$ cat config.mk
export PLATFORM = sky130hd
export DESIGN_NAME = input_debouncer
export DESIGN_NICKNAME = d
export VERILOG_FILES = /design/src/rtl/input_debouncer.sv
export SDC_FILE = /design/constraint.sdc
export NUM_CORES = 1
export LEC_CHECK = 0
export ABC_CLOCK_PERIOD_IN_PS = 2250
export CORE_MARGIN = 10
export CORE_UTILIZATION = 62
export CTS_BUF_LIST = sky130_fd_sc_hd__clkbuf_4
export DETAILED_ROUTE_END_ITERATION = 6
export PLACE_DENSITY = 0.88
export SLEW_MARGIN = 5
export SYNTH_ARGS = -nofsm -noshare
export SYNTH_HDL_FRONTEND = slang
export SYNTH_SLANG_ARGS = --single-unit
$ cat constraint.sdc
create_clock -name clk -period 2.25 [get_ports clk]
set_input_delay 0.45 -clock clk [delete_from_list [all_inputs] [get_ports clk]]
set_output_delay 0.45 -clock clk [all_outputs]
set_load 0.005 [all_outputs]
$ cat src/rtl/input_debouncer.sv
// Per-bit pad input conditioner: two-flop synchroniser, stability counter,
// registered debounced level and one-cycle rise/fall pulses per channel.
module input_debouncer #(
  parameter int WIDTH           = 8,
  parameter int DEBOUNCE_CYCLES = 4
) (
  input  logic             clk,
  input  logic             rst_n,
  input  logic             ena,
  input  logic [WIDTH-1:0] raw_in,
  output logic [WIDTH-1:0] btn_level,
  output logic [WIDTH-1:0] btn_rise,
  output logic [WIDTH-1:0] btn_fall
);

  localparam int CW = $clog2(DEBOUNCE_CYCLES + 1);
  localparam logic [CW-1:0] CNT_LAST = CW'(DEBOUNCE_CYCLES - 1);

  logic [WIDTH-1:0] s1;
  logic [WIDTH-1:0] s2;

  // Synchronisers run regardless of ena so no stale sample is seen on resume.
  always_ff @(posedge clk or negedge rst_n) begin
    if (!rst_n) begin
      s1 <= '0;
      s2 <= '0;
    end else begin
      s1 <= raw_in;
      s2 <= s1;
    end
  end

  for (genvar i = 0; i < WIDTH; i++) begin : g_chan
    logic [CW-1:0] cnt;
    logic [CW-1:0] cnt_nxt;
    logic          level_q;
    logic          level_nxt;
    logic          rise_q;
    logic          rise_nxt;
    logic          fall_q;
    logic          fall_nxt;

    always_comb begin
      cnt_nxt   = cnt;
      level_nxt = level_q;
      rise_nxt  = 1'b0;
      fall_nxt  = 1'b0;
      if (ena) begin
        if (s2[i] == level_q) begin
          cnt_nxt = '0;
        end else if (cnt == CNT_LAST) begin
          cnt_nxt   = '0;
          level_nxt = s2[i];
          rise_nxt  = s2[i];
          fall_nxt  = ~s2[i];
        end else begin
          cnt_nxt = cnt + CW'(1);
        end
      end
    end

    always_ff @(posedge clk or negedge rst_n) begin
      if (!rst_n) begin
        cnt     <= '0;
        level_q <= 1'b0;
        rise_q  <= 1'b0;
        fall_q  <= 1'b0;
      end else begin
        cnt     <= cnt_nxt;
        level_q <= level_nxt;
        rise_q  <= rise_nxt;
        fall_q  <= fall_nxt;
      end
    end

    assign btn_level[i] = level_q;
    assign btn_rise[i]  = rise_q;
    assign btn_fall[i]  = fall_q;
  end

endmodule

### Word level (Yosys, flattened, before mapping)

Cells that the tools add are included.

| storage, ports and cells | value |
|---|---|
| output and inout port bits | 24 |
| flip-flop bits (word level) | 64 |
| input port bits | 11 |

| cells by class | value |
|---|---|
| eq/ne operators | 16 |
| bitwise gates (word level) | 16 |
| multiplexer cells | 64 |
| $add $sub $neg | 8 |
| reduce and logical (&&, ||, !) cells | 8 |

Operators with widths:

| kind | number |
|---|---|
| two-way mux 1 bit | 48 |
| two-way mux 3 bit | 16 |
| adder 3 x 1 -> 3 bit (second input constant) | 8 |
| equality test 3 x 2 -> 1 bit (second input constant) | 8 |
| AND reduction 3 bit | 8 |
| inverter 1 bit | 16 |
| equality test 1 bit | 8 |

### Logic depth before layout (Yosys ltp)

Gate-level depths: netlist (run 1).

| logic depth | value |
|---|---|
| word-level depth | 4 |
| depth in mapped cells | 4 |
| mapped depth without buffers | 3 |

### Least setup slack after synthesis (run 1)

OpenSTA, ideal clock, no wires.

| timing path | value |
|---|---|
| kind | in2reg |
| from | in ena |
| to | reg g_chan[2].level_q |
| buffers on the path | 1 |
| library setup time | 0.125 ns |
| data arrival time | 1.009 ns |
| path slack | 1.116 ns |
| stages on the path | 3 |
| cell sequence | buf_6 nand3b_4 mux2_4 |

| on the way | value |
|---|---|
| longest elaborated chain between the ends | 1 |

Ends and longest elaborated chain:

| element | line | text |
|---|---|---|
| start, declared | 9 | `input logic ena,` |
| AND reduction 3 bit (no line) | n/a |  |
| end signal, assigned | 70 | `level_q <= level_nxt;` |
| end, declared | 36 | `logic level_q;` |

No other way between the ends.
A chain may end at the register's enable or synchronous reset.

### Worst setup path in the final report (run 1)

| timing path | value |
|---|---|
| from | reg g_chan[7].level_q |
| to | out btn_level[7] |

RTL lines:

| element | line | text |
|---|---|---|
| start, declared | 36 |  |
| start signal, assigned | 70 |  |
| end, declared | 11 | `output logic [WIDTH-1:0] btn_level,` |

No word-level cell between the ends.

==> impl_metrics.py, run 1 <==
metrics = {
    "global_routing": {
        "grt_pass1_vias": 1597,
        "groute.layer.met3.usage_pct": 7.71,
        "number_of_antenna_violations_at_the_first_check_in_global_routing": 0,
        "wire_length_of_the_first_global_routing_pass_mm": 7.32,
        "grt.busiest_layer": "met2",
        "met1_usage_pct": 12.7,
        "overflow": 0,
        "grt_util_all_layers_pct": 12.3,
        "global_route_track_usage_on_met2_pct": 19.6,
        "grt_start_max_net_pins": 65,
    },
    "placed_design": {
        "port_buffers": 34,
        "detailed_place.area_sq_um": 3070,
        "gpl.final_weighted_congestion": 0.709,
        "detailedPlacementHpwl_mm": 2.94,
        "placed_cells": 280,
    },
    "cts": {
        "worstSkewPairLatency_ps": 390,
        "ctsLongestPathBuffers": 2,
        "total_of_hold_buffers_inserted_after_clock_tree_synthesis": 0,
        "worst_setup_hold_path_clk_slew_ps": 90,
        "h_tree_depth_reported_by_cts": 3,
        "cts_inserted_buffers": 9,
        "tritoncts": "done",
        "post_cts_buffers": 0,
        "clk_root_buffer_cell": "sky130_fd_sc_hd__clkbuf_4",
        "clock_tree_sinks": 64,
        "cts_repair_resize_count": 0,
    },
    "power_and_ir_drop": {
        "leakage_nw": 1.52,
        "finalPower_w": 0.00338,
        "vdd_ir_drop_max_v": 0.000588,
        "power_density_nw_per_um2": 1060,
    },
    "drt": {
        "drt-total-wl_mm": 4.21,
        "wl_per_cell_um": 14.3,
        "antenna_violating_nets_post_route": 0,
        "drt-pass1-iter-count": 4,
        "dr_total_vias": 1555,
        "residual_drc_count": 0,
        "drt_iter0_drc": 42,
        "via_per_inst": 5.27,
    },
    "final_layout": {
        "antenna-diode-count": 0,
        "area_delta_synth_final_pct": 11.6,
        "multi_input_area_sq_um": 968,
        "register_area_sq_um": 1600,
        "layout.cell_area.non_filler_sq_um": 3170,
        "most-common-layout-cells": "sky130_fd_sc_hd__dfrtp_1 (64), sky130_fd_sc_hd__clkdlybuf4s50_1 (32), sky130_fd_sc_hd__nand2b_1 (24)",
        "final_layout_size_suffix_gt1_share_pct": 13.6,
        "final_nets": 258,
        "post_layout_nonfiller_instances": 295,
        "layout.cells.most_common": "sky130_fd_sc_hd__dfrtp_1",
        "post-route-util_pct": 72.3,
        "count_of_filler_cells_inserted_in_the_layout": 314,
    },
    "job": {
        "timing.max_cap.violations": 0,
    },
    "worst_setup_path": {
        "cp_top_family": "buffers and inverters",
        "crit_path_max_fanout": 5,
        "r2r_setup_slack_ps": 1050,
        "cp_cell_sequence": "clkdlybuf4s50_1",
        "worstSetupStartpoint": "g_chan[7].level_q",
        "worstSetupPathDepth": 1,
        "critical_path.max_stage_delay_ps": 530,
        "crit_path_start_kind": "flip-flop",
        "critical_path.reg2reg.endpoint": "g_chan[0].cnt[1]",
        "cpMaxStageDelayCell": "sky130_fd_sc_hd__clkdlybuf4s50_1",
        "cp-end-kind": "output port",
        "rr_worst_depth": 3,
        "reg2reg_from": "g_chan[0].cnt[0]",
        "critical_path_buf_inv_count": 1,
        "worst-endpoint-arrival_ps": 1370,
        "cp-endpoint": "btn_level[7]",
        "critPathRequiredTime_ps": 1800,
        "timing_worst_setup_path_type": "flip-flop to output port",
    },
    "timing": {
        "timing.fmax_mhz": 551,
        "setup_viol": 0,
        "setup_total_negative_slack_ps": 0,
        "timing.final.crit_period_ps": 1820,
        "slew_violations": 0,
        "timing.max_slew.rel_slack_pct": 78.0,
        "worst_slew_pin_slew_ps": 328,
        "rsz_0062_raised_after_global_routing": "false",
        "final.setup_skew_ps": 12.8,
        "finalCritPeriodShare_pct": 80.7,
        "final_hold_viol_count": 0,
    },
    "floorplanning": {
        "boundaryPins": 35,
        "die-width_um": 87.7,
        "fp.dieH_um": 87.7,
        "initial_utilization_pct": 64.8,
        "core_area_sq_um": 4380,
        "placementRows": 24,
        "floorplan.die_area_sq_um": 7690,
    },
    "synthesis": {
        "yosys-top-cells-area": "sky130_fd_sc_hd__dfrtp_1 (56%), sky130_fd_sc_hd__buf_4 (6.3%), sky130_fd_sc_hd__nand3b_4 (5.6%)",
        "synth.avg_cell_area_sq_um": 12.9,
        "yosysWarningCount": 0,
        "synth_sequential_area_ratio_pct": 56.4,
        "ys_seq_elements": 64,
        "synthDominantAreaCellType": "sky130_fd_sc_hd__dfrtp_1",
        "syn_inst": 221,
        "synth_cell_type_count": 16,
        "postSynthNetCount": 240,
        "netlist.area_leader.share_pct": 56.4,
        "netlist_area_sq_um": 2840,
    },
    "run_status": {
        "status": "complete, no violations",
    },
    "worst_hold_path": {
        "timing.hold.worst.class": "input port to async pin",
    },
}
-- worst reg2reg max path, stage by stage (launching register included) --
cell	delay, ps
sky130_fd_sc_hd__dfrtp_1	410
sky130_fd_sc_hd__ha_1	260
sky130_fd_sc_hd__nor2b_1	170
sky130_fd_sc_hd__o32ai_1	280
-- per-layer routing --
metal	vias up	wire length [um]	part of all wire [%]
met5	-	0	0
met4	0	37	0.88
met3	4	347	8.2
met2	32	2170	52
met1	766	1650	39
li1	753	-	-
-- per-stage QoR --
stage	setup slack, ps	hold slack [ps]
after global placement	887	334
after CTS	383	38.7
after global routing	333	54.4
after detailed placement	851	338
final	434	58.0
after floorplan	1120	154
-- cell families after synthesis --
logic type      count (synthesis)  share of synthesized area, %
simple gates                   64                          18.0
flops                          64                          56.4
buf+inv                        45                          9.56
compound gates                 24                          5.90
xor+xnor                        8                          2.47
mux                             8                          4.23
fa+ha+maj                       8                          3.52
-- final cells by class --
cell class,count,share of cell area (%)
multi-input combinational,112,30.5
timing repair buffer,36,11.7
inverter,16,1.89
clock buffer,13,3.08
tap,52,2.05
clock inverter,2,0.237
sequential,64,50.5
-- state kept, by name (all words and copies together), names as in the netlist --
| signal | count |
|---|---|
| g_chan.cnt | 24 |
| g_chan.fall_q | 8 |
| g_chan.level_q | 8 |
| g_chan.rise_q | 8 |
| s1 | 8 |
| s2 | 8 |
-- synthesized netlist by cell type --
cell / instances
sky130_fd_sc_hd__dfrtp_1: 64
sky130_fd_sc_hd__buf_4: 24
sky130_fd_sc_hd__nand2b_1: 24
sky130_fd_sc_hd__inv_1: 16
sky130_fd_sc_hd__nor3b_1: 16
sky130_fd_sc_hd__o22ai_1: 13
sky130_fd_sc_hd__ha_1: 8
sky130_fd_sc_hd__mux2_4: 8
sky130_fd_sc_hd__nand2_1: 8
sky130_fd_sc_hd__nand3b_4: 8
sky130_fd_sc_hd__nor2b_1: 8
sky130_fd_sc_hd__o31ai_1: 8
sky130_fd_sc_hd__xnor2_1: 8
sky130_fd_sc_hd__buf_2: 4
sky130_fd_sc_hd__o32ai_1: 3
sky130_fd_sc_hd__buf_6: 1
-- power breakdown --
part | internal [W] | switching, W | total, W
clock network | 0.000265 | 0.000343 | 0.000608
logic | 0.000644 | 0.000407 | 0.00105
registers | 0.00145 | 0.000268 | 0.00172
total | 0.00236 | 0.00102 | 0.00338
-- worst min-delay path by stage --
stage | start | slack (ps) | cells past startpoint | to
3_3_place_gp | s1[2] | 330 | 0 | s2[2]
2_1_floorplan | rst_n | 150 | 0 | g_chan[0].cnt[0]
6_report | rst_n | 60 | 2 | g_chan[2].cnt[2]
3_5_place_dp | s1[6] | 340 | 0 | s2[6]
5_1_grt | rst_n | 50 | 2 | s2[7]
4_1_cts | rst_n | 40 | 2 | s1[4]
Power figures use the tool's default switching activity.
==> run 2: changes to the inputs <==
--- a/config.mk
+++ b/config.mk
@@ -5,12 +5,12 @@
 export SDC_FILE = /design/constraint.sdc
 export NUM_CORES = 1
 export LEC_CHECK = 0
-export ABC_CLOCK_PERIOD_IN_PS = 2250
+export ABC_CLOCK_PERIOD_IN_PS = 1600
 export CORE_MARGIN = 10
-export CORE_UTILIZATION = 62
+export CORE_UTILIZATION = 52
 export CTS_BUF_LIST = sky130_fd_sc_hd__clkbuf_4
 export DETAILED_ROUTE_END_ITERATION = 6
-export PLACE_DENSITY = 0.88
+export PLACE_DENSITY = 0.78
 export SLEW_MARGIN = 5
 export SYNTH_ARGS = -nofsm -noshare
 export SYNTH_HDL_FRONTEND = slang
==> constraint.sdc (replaced) <==
create_clock -name clk -period 1.6 [get_ports clk]
set_input_delay 0.32 -clock clk [delete_from_list [all_inputs] [get_ports clk]]
set_output_delay 0.32 -clock clk [all_outputs]
set_load 0.005 [all_outputs]
==> run 2 against run 1 <==
  * Routed wire length is 0.74% lower
  * Worst hold slack gained 120 ps
  * Utilization down 8.2 points
  * Total power rose by 45%
  * Largest cell class unchanged
==> impl_metrics.py, run 2 (synthesis results as in run 1) <==
metrics = {
    "worst_setup_path": {
        "cp_top_family": "buffers and inverters",
        "critical_path.max_stage_delay_ps": 500,
        "timing_worst_setup_path_type": "flip-flop to output port",
        "r2r_setup_slack_ps": 390,
        "critical_path_buf_inv_count": 1,
        "crit_path_max_fanout": 1,
        "critPathRequiredTime_ps": 1280,
        "cp-end-kind": "output port",
        "worst-endpoint-arrival_ps": 1210,
        "crit_path_start_kind": "flip-flop",
        "cp_cell_sequence": "clkdlybuf4s50_1",
        "cpMaxStageDelayCell": "sky130_fd_sc_hd__clkdlybuf4s50_1",
    },
    "cts": {
        "ctsLongestPathBuffers": 2,
        "clk_root_buffer_cell": "sky130_fd_sc_hd__clkbuf_4",
        "cts_inserted_buffers": 9,
        "worstSkewPairLatency_ps": 390,
        "tritoncts": "done",
        "h_tree_depth_reported_by_cts": 3,
        "clock_tree_sinks": 64,
        "worst_setup_hold_path_clk_slew_ps": 90,
    },
    "power_and_ir_drop": {
        "leakage_nw": 1.83,
        "clock_power_share_pct": 17.3,
        "vdd_ir_drop_max_v": 0.000718,
        "combPwrFrac_pct": 35.0,
        "power_report.internal_total_w": 0.00341,
        "swShare_pct": 30.1,
        "power_dissipated_by_switching_net_loads_w": 0.00147,
        "power_density_nw_per_um2": 1460,
        "share_seq_of_total_power_pct": 47.8,
        "finalPower_w": 0.00488,
    },
    "final_layout": {
        "layout.cells.most_common": "sky130_fd_sc_hd__dfrtp_1",
        "largest_register_ffs": 24,
        "multi_input_area_sq_um": 968,
        "antenna-diode-count": 0,
        "final_nets": 272,
        "area_delta_synth_final_pct": 17.5,
        "count_of_filler_cells_inserted_in_the_layout": 409,
        "final_layout_size_suffix_gt1_share_pct": 18.0,
        "most-common-layout-cells": "sky130_fd_sc_hd__dfrtp_1 (64), sky130_fd_sc_hd__nand2b_1 (24), sky130_fd_sc_hd__nor3b_1 (16), sky130_fd_sc_hd__inv_1 (16), sky130_fd_sc_hd__clkdlybuf4s50_1 (15)",
        "post-route-util_pct": 64.1,
        "register_area_sq_um": 1600,
        "layout.cell_area.non_filler_sq_um": 3340,
        "max_flop_register": "g_chan.cnt",
    },
    "drt": {
        "drt-pass1-iter-count": 4,
        "via_per_inst": 4.88,
        "drt_iter0_drc": 78,
        "drt-total-wl_mm": 4.18,
        "wl_per_cell_um": 12.8,
        "dr_total_vias": 1590,
        "residual_drc_count": 0,
        "antenna_violating_nets_post_route": 0,
    },
    "placed_design": {
        "port_buffers": 34,
        "post-place-ws_ps": 339,
        "detailed_place.area_sq_um": 3120,
        "gpl.final_weighted_congestion": 0.778,
        "detailedPlacementHpwl_mm": 2.85,
    },
    "floorplanning": {
        "fp.dieH_um": 93.9,
        "floorplan.die_area_sq_um": 8820,
        "placementRows": 26,
        "initial_utilization_pct": 54.6,
        "boundaryPins": 35,
        "die-width_um": 93.9,
        "core_area_sq_um": 5200,
    },
    "job": {
        "timing.max_cap.violations": 0,
    },
    "global_routing": {
        "number_of_antenna_violations_at_the_first_check_in_global_routing": 0,
        "grt_util_all_layers_pct": 10.6,
        "wire_length_of_the_first_global_routing_pass_mm": 7.26,
        "grt_pass1_vias": 1619,
        "grt_start_max_net_pins": 42,
        "overflow": 0,
    },
    "worst_hold_path": {
        "timing.hold.worst.class": "input port to flip-flop",
    },
    "timing": {
        "timing.fmax_mhz": 651,
        "timing.max_slew.rel_slack_pct": 78.0,
        "finalCritPeriodShare_pct": 95.9,
        "final_hold_viol_count": 0,
        "slew_violations": 0,
        "worst_slew_pin_slew_ps": 328,
        "fin_ws_ps": 65.0,
        "final.setup_skew_ps": 8.26,
        "timing.final.crit_period_ps": 1530,
        "setup_viol": 0,
    },
    "run_status": {
        "status": "complete, no violations",
    },
}
==> run 2: changes by cell type in the layout (fill, tap and decap cells not counted), sizes merged <==
cell           delta
dlygate4sd3       +1
buf              +13
clkdlybuf4s50    -17
dlymetal6s2s     +14
dlygate4sd2       +3
clkbuf            -1
==> run 2: final timing paths <==
check                                       start          endpoint  depth (start not counted)
max in group asynchronous                   rst_n  g_chan[6].fall_q                          3
worst max-delay path             g_chan[3].rise_q       btn_rise[3]                          1
min in group asynchronous                   rst_n  g_chan[1].fall_q                          3
worst max register to register  g_chan[5].level_q  g_chan[5].cnt[2]                          4
worst min register to register              s1[6]             s2[6]                          0
worst min-delay path                          ena  g_chan[4].cnt[2]                          2
==> run 2: final cells by class <==
| type | count | area share (%) |
|---|---|---|
| sequential | 64 | 48.0 |
| multi-input combinational | 112 | 29.0 |
| timing repair buffer | 50 | 15.6 |
| clock buffer | 12 | 2.70 |
| clock inverter | 2 | 0.262 |
| tap | 70 | 2.62 |
| inverter | 16 | 1.80 |
==> run 2: power by group through the flow <==
stage                     sequential, W  combinational (W)  clock, W
after detailed placement        0.00244            0.00149         0
after floorplan                 0.00235            0.00121         0
after global placement          0.00240            0.00145         0
final                           0.00233            0.00171  0.000842
after CTS                       0.00233            0.00170  0.000879
after global routing            0.00239            0.00193  0.000964
==> run 2: per-stage QoR <==
stage	setup TNS (ps)	hold slack [ps]	instances
floorplan	0	24.4	221
global placement	0	311	300
detailed placement	0	314	300
CTS	0	155	323
global route	-6.26	164	326
finish	0	176	326
==> run 2: timing repair <==
action                                 CTS  global route
gates resized for setup                  3            14
pin swaps                                0             0
endpoints found under the hold margin   64             0
hold buffers                             1             0
setup endpoints to repair                9            14
buffers inserted                         8             3
cloned                                   0             0
==> run 2: per-layer routing <==
metal	vias to the layer above	GRT usage (%)	wire length, um
met1	766	11.8	1790
met3	11	4.40	258
met5	-	0	0
met4	0	7.22	121
li1	784	-	-
met2	29	16.1	2010
==> run 3: changes to the inputs <==
--- a/config.mk
+++ b/config.mk
@@ -6,9 +6,11 @@
 export NUM_CORES = 1
 export LEC_CHECK = 0
 export ABC_CLOCK_PERIOD_IN_PS = 1600
+export CAP_MARGIN = 15
 export CORE_MARGIN = 10
 export CORE_UTILIZATION = 52
 export CTS_BUF_LIST = sky130_fd_sc_hd__clkbuf_4
+export CTS_CLUSTER_DIAMETER = 150
 export DETAILED_ROUTE_END_ITERATION = 6
 export PLACE_DENSITY = 0.78
 export SLEW_MARGIN = 5
==> results of run 3 <==
Same layout as run 2: the final DEF is identical, and so are final timing and power.
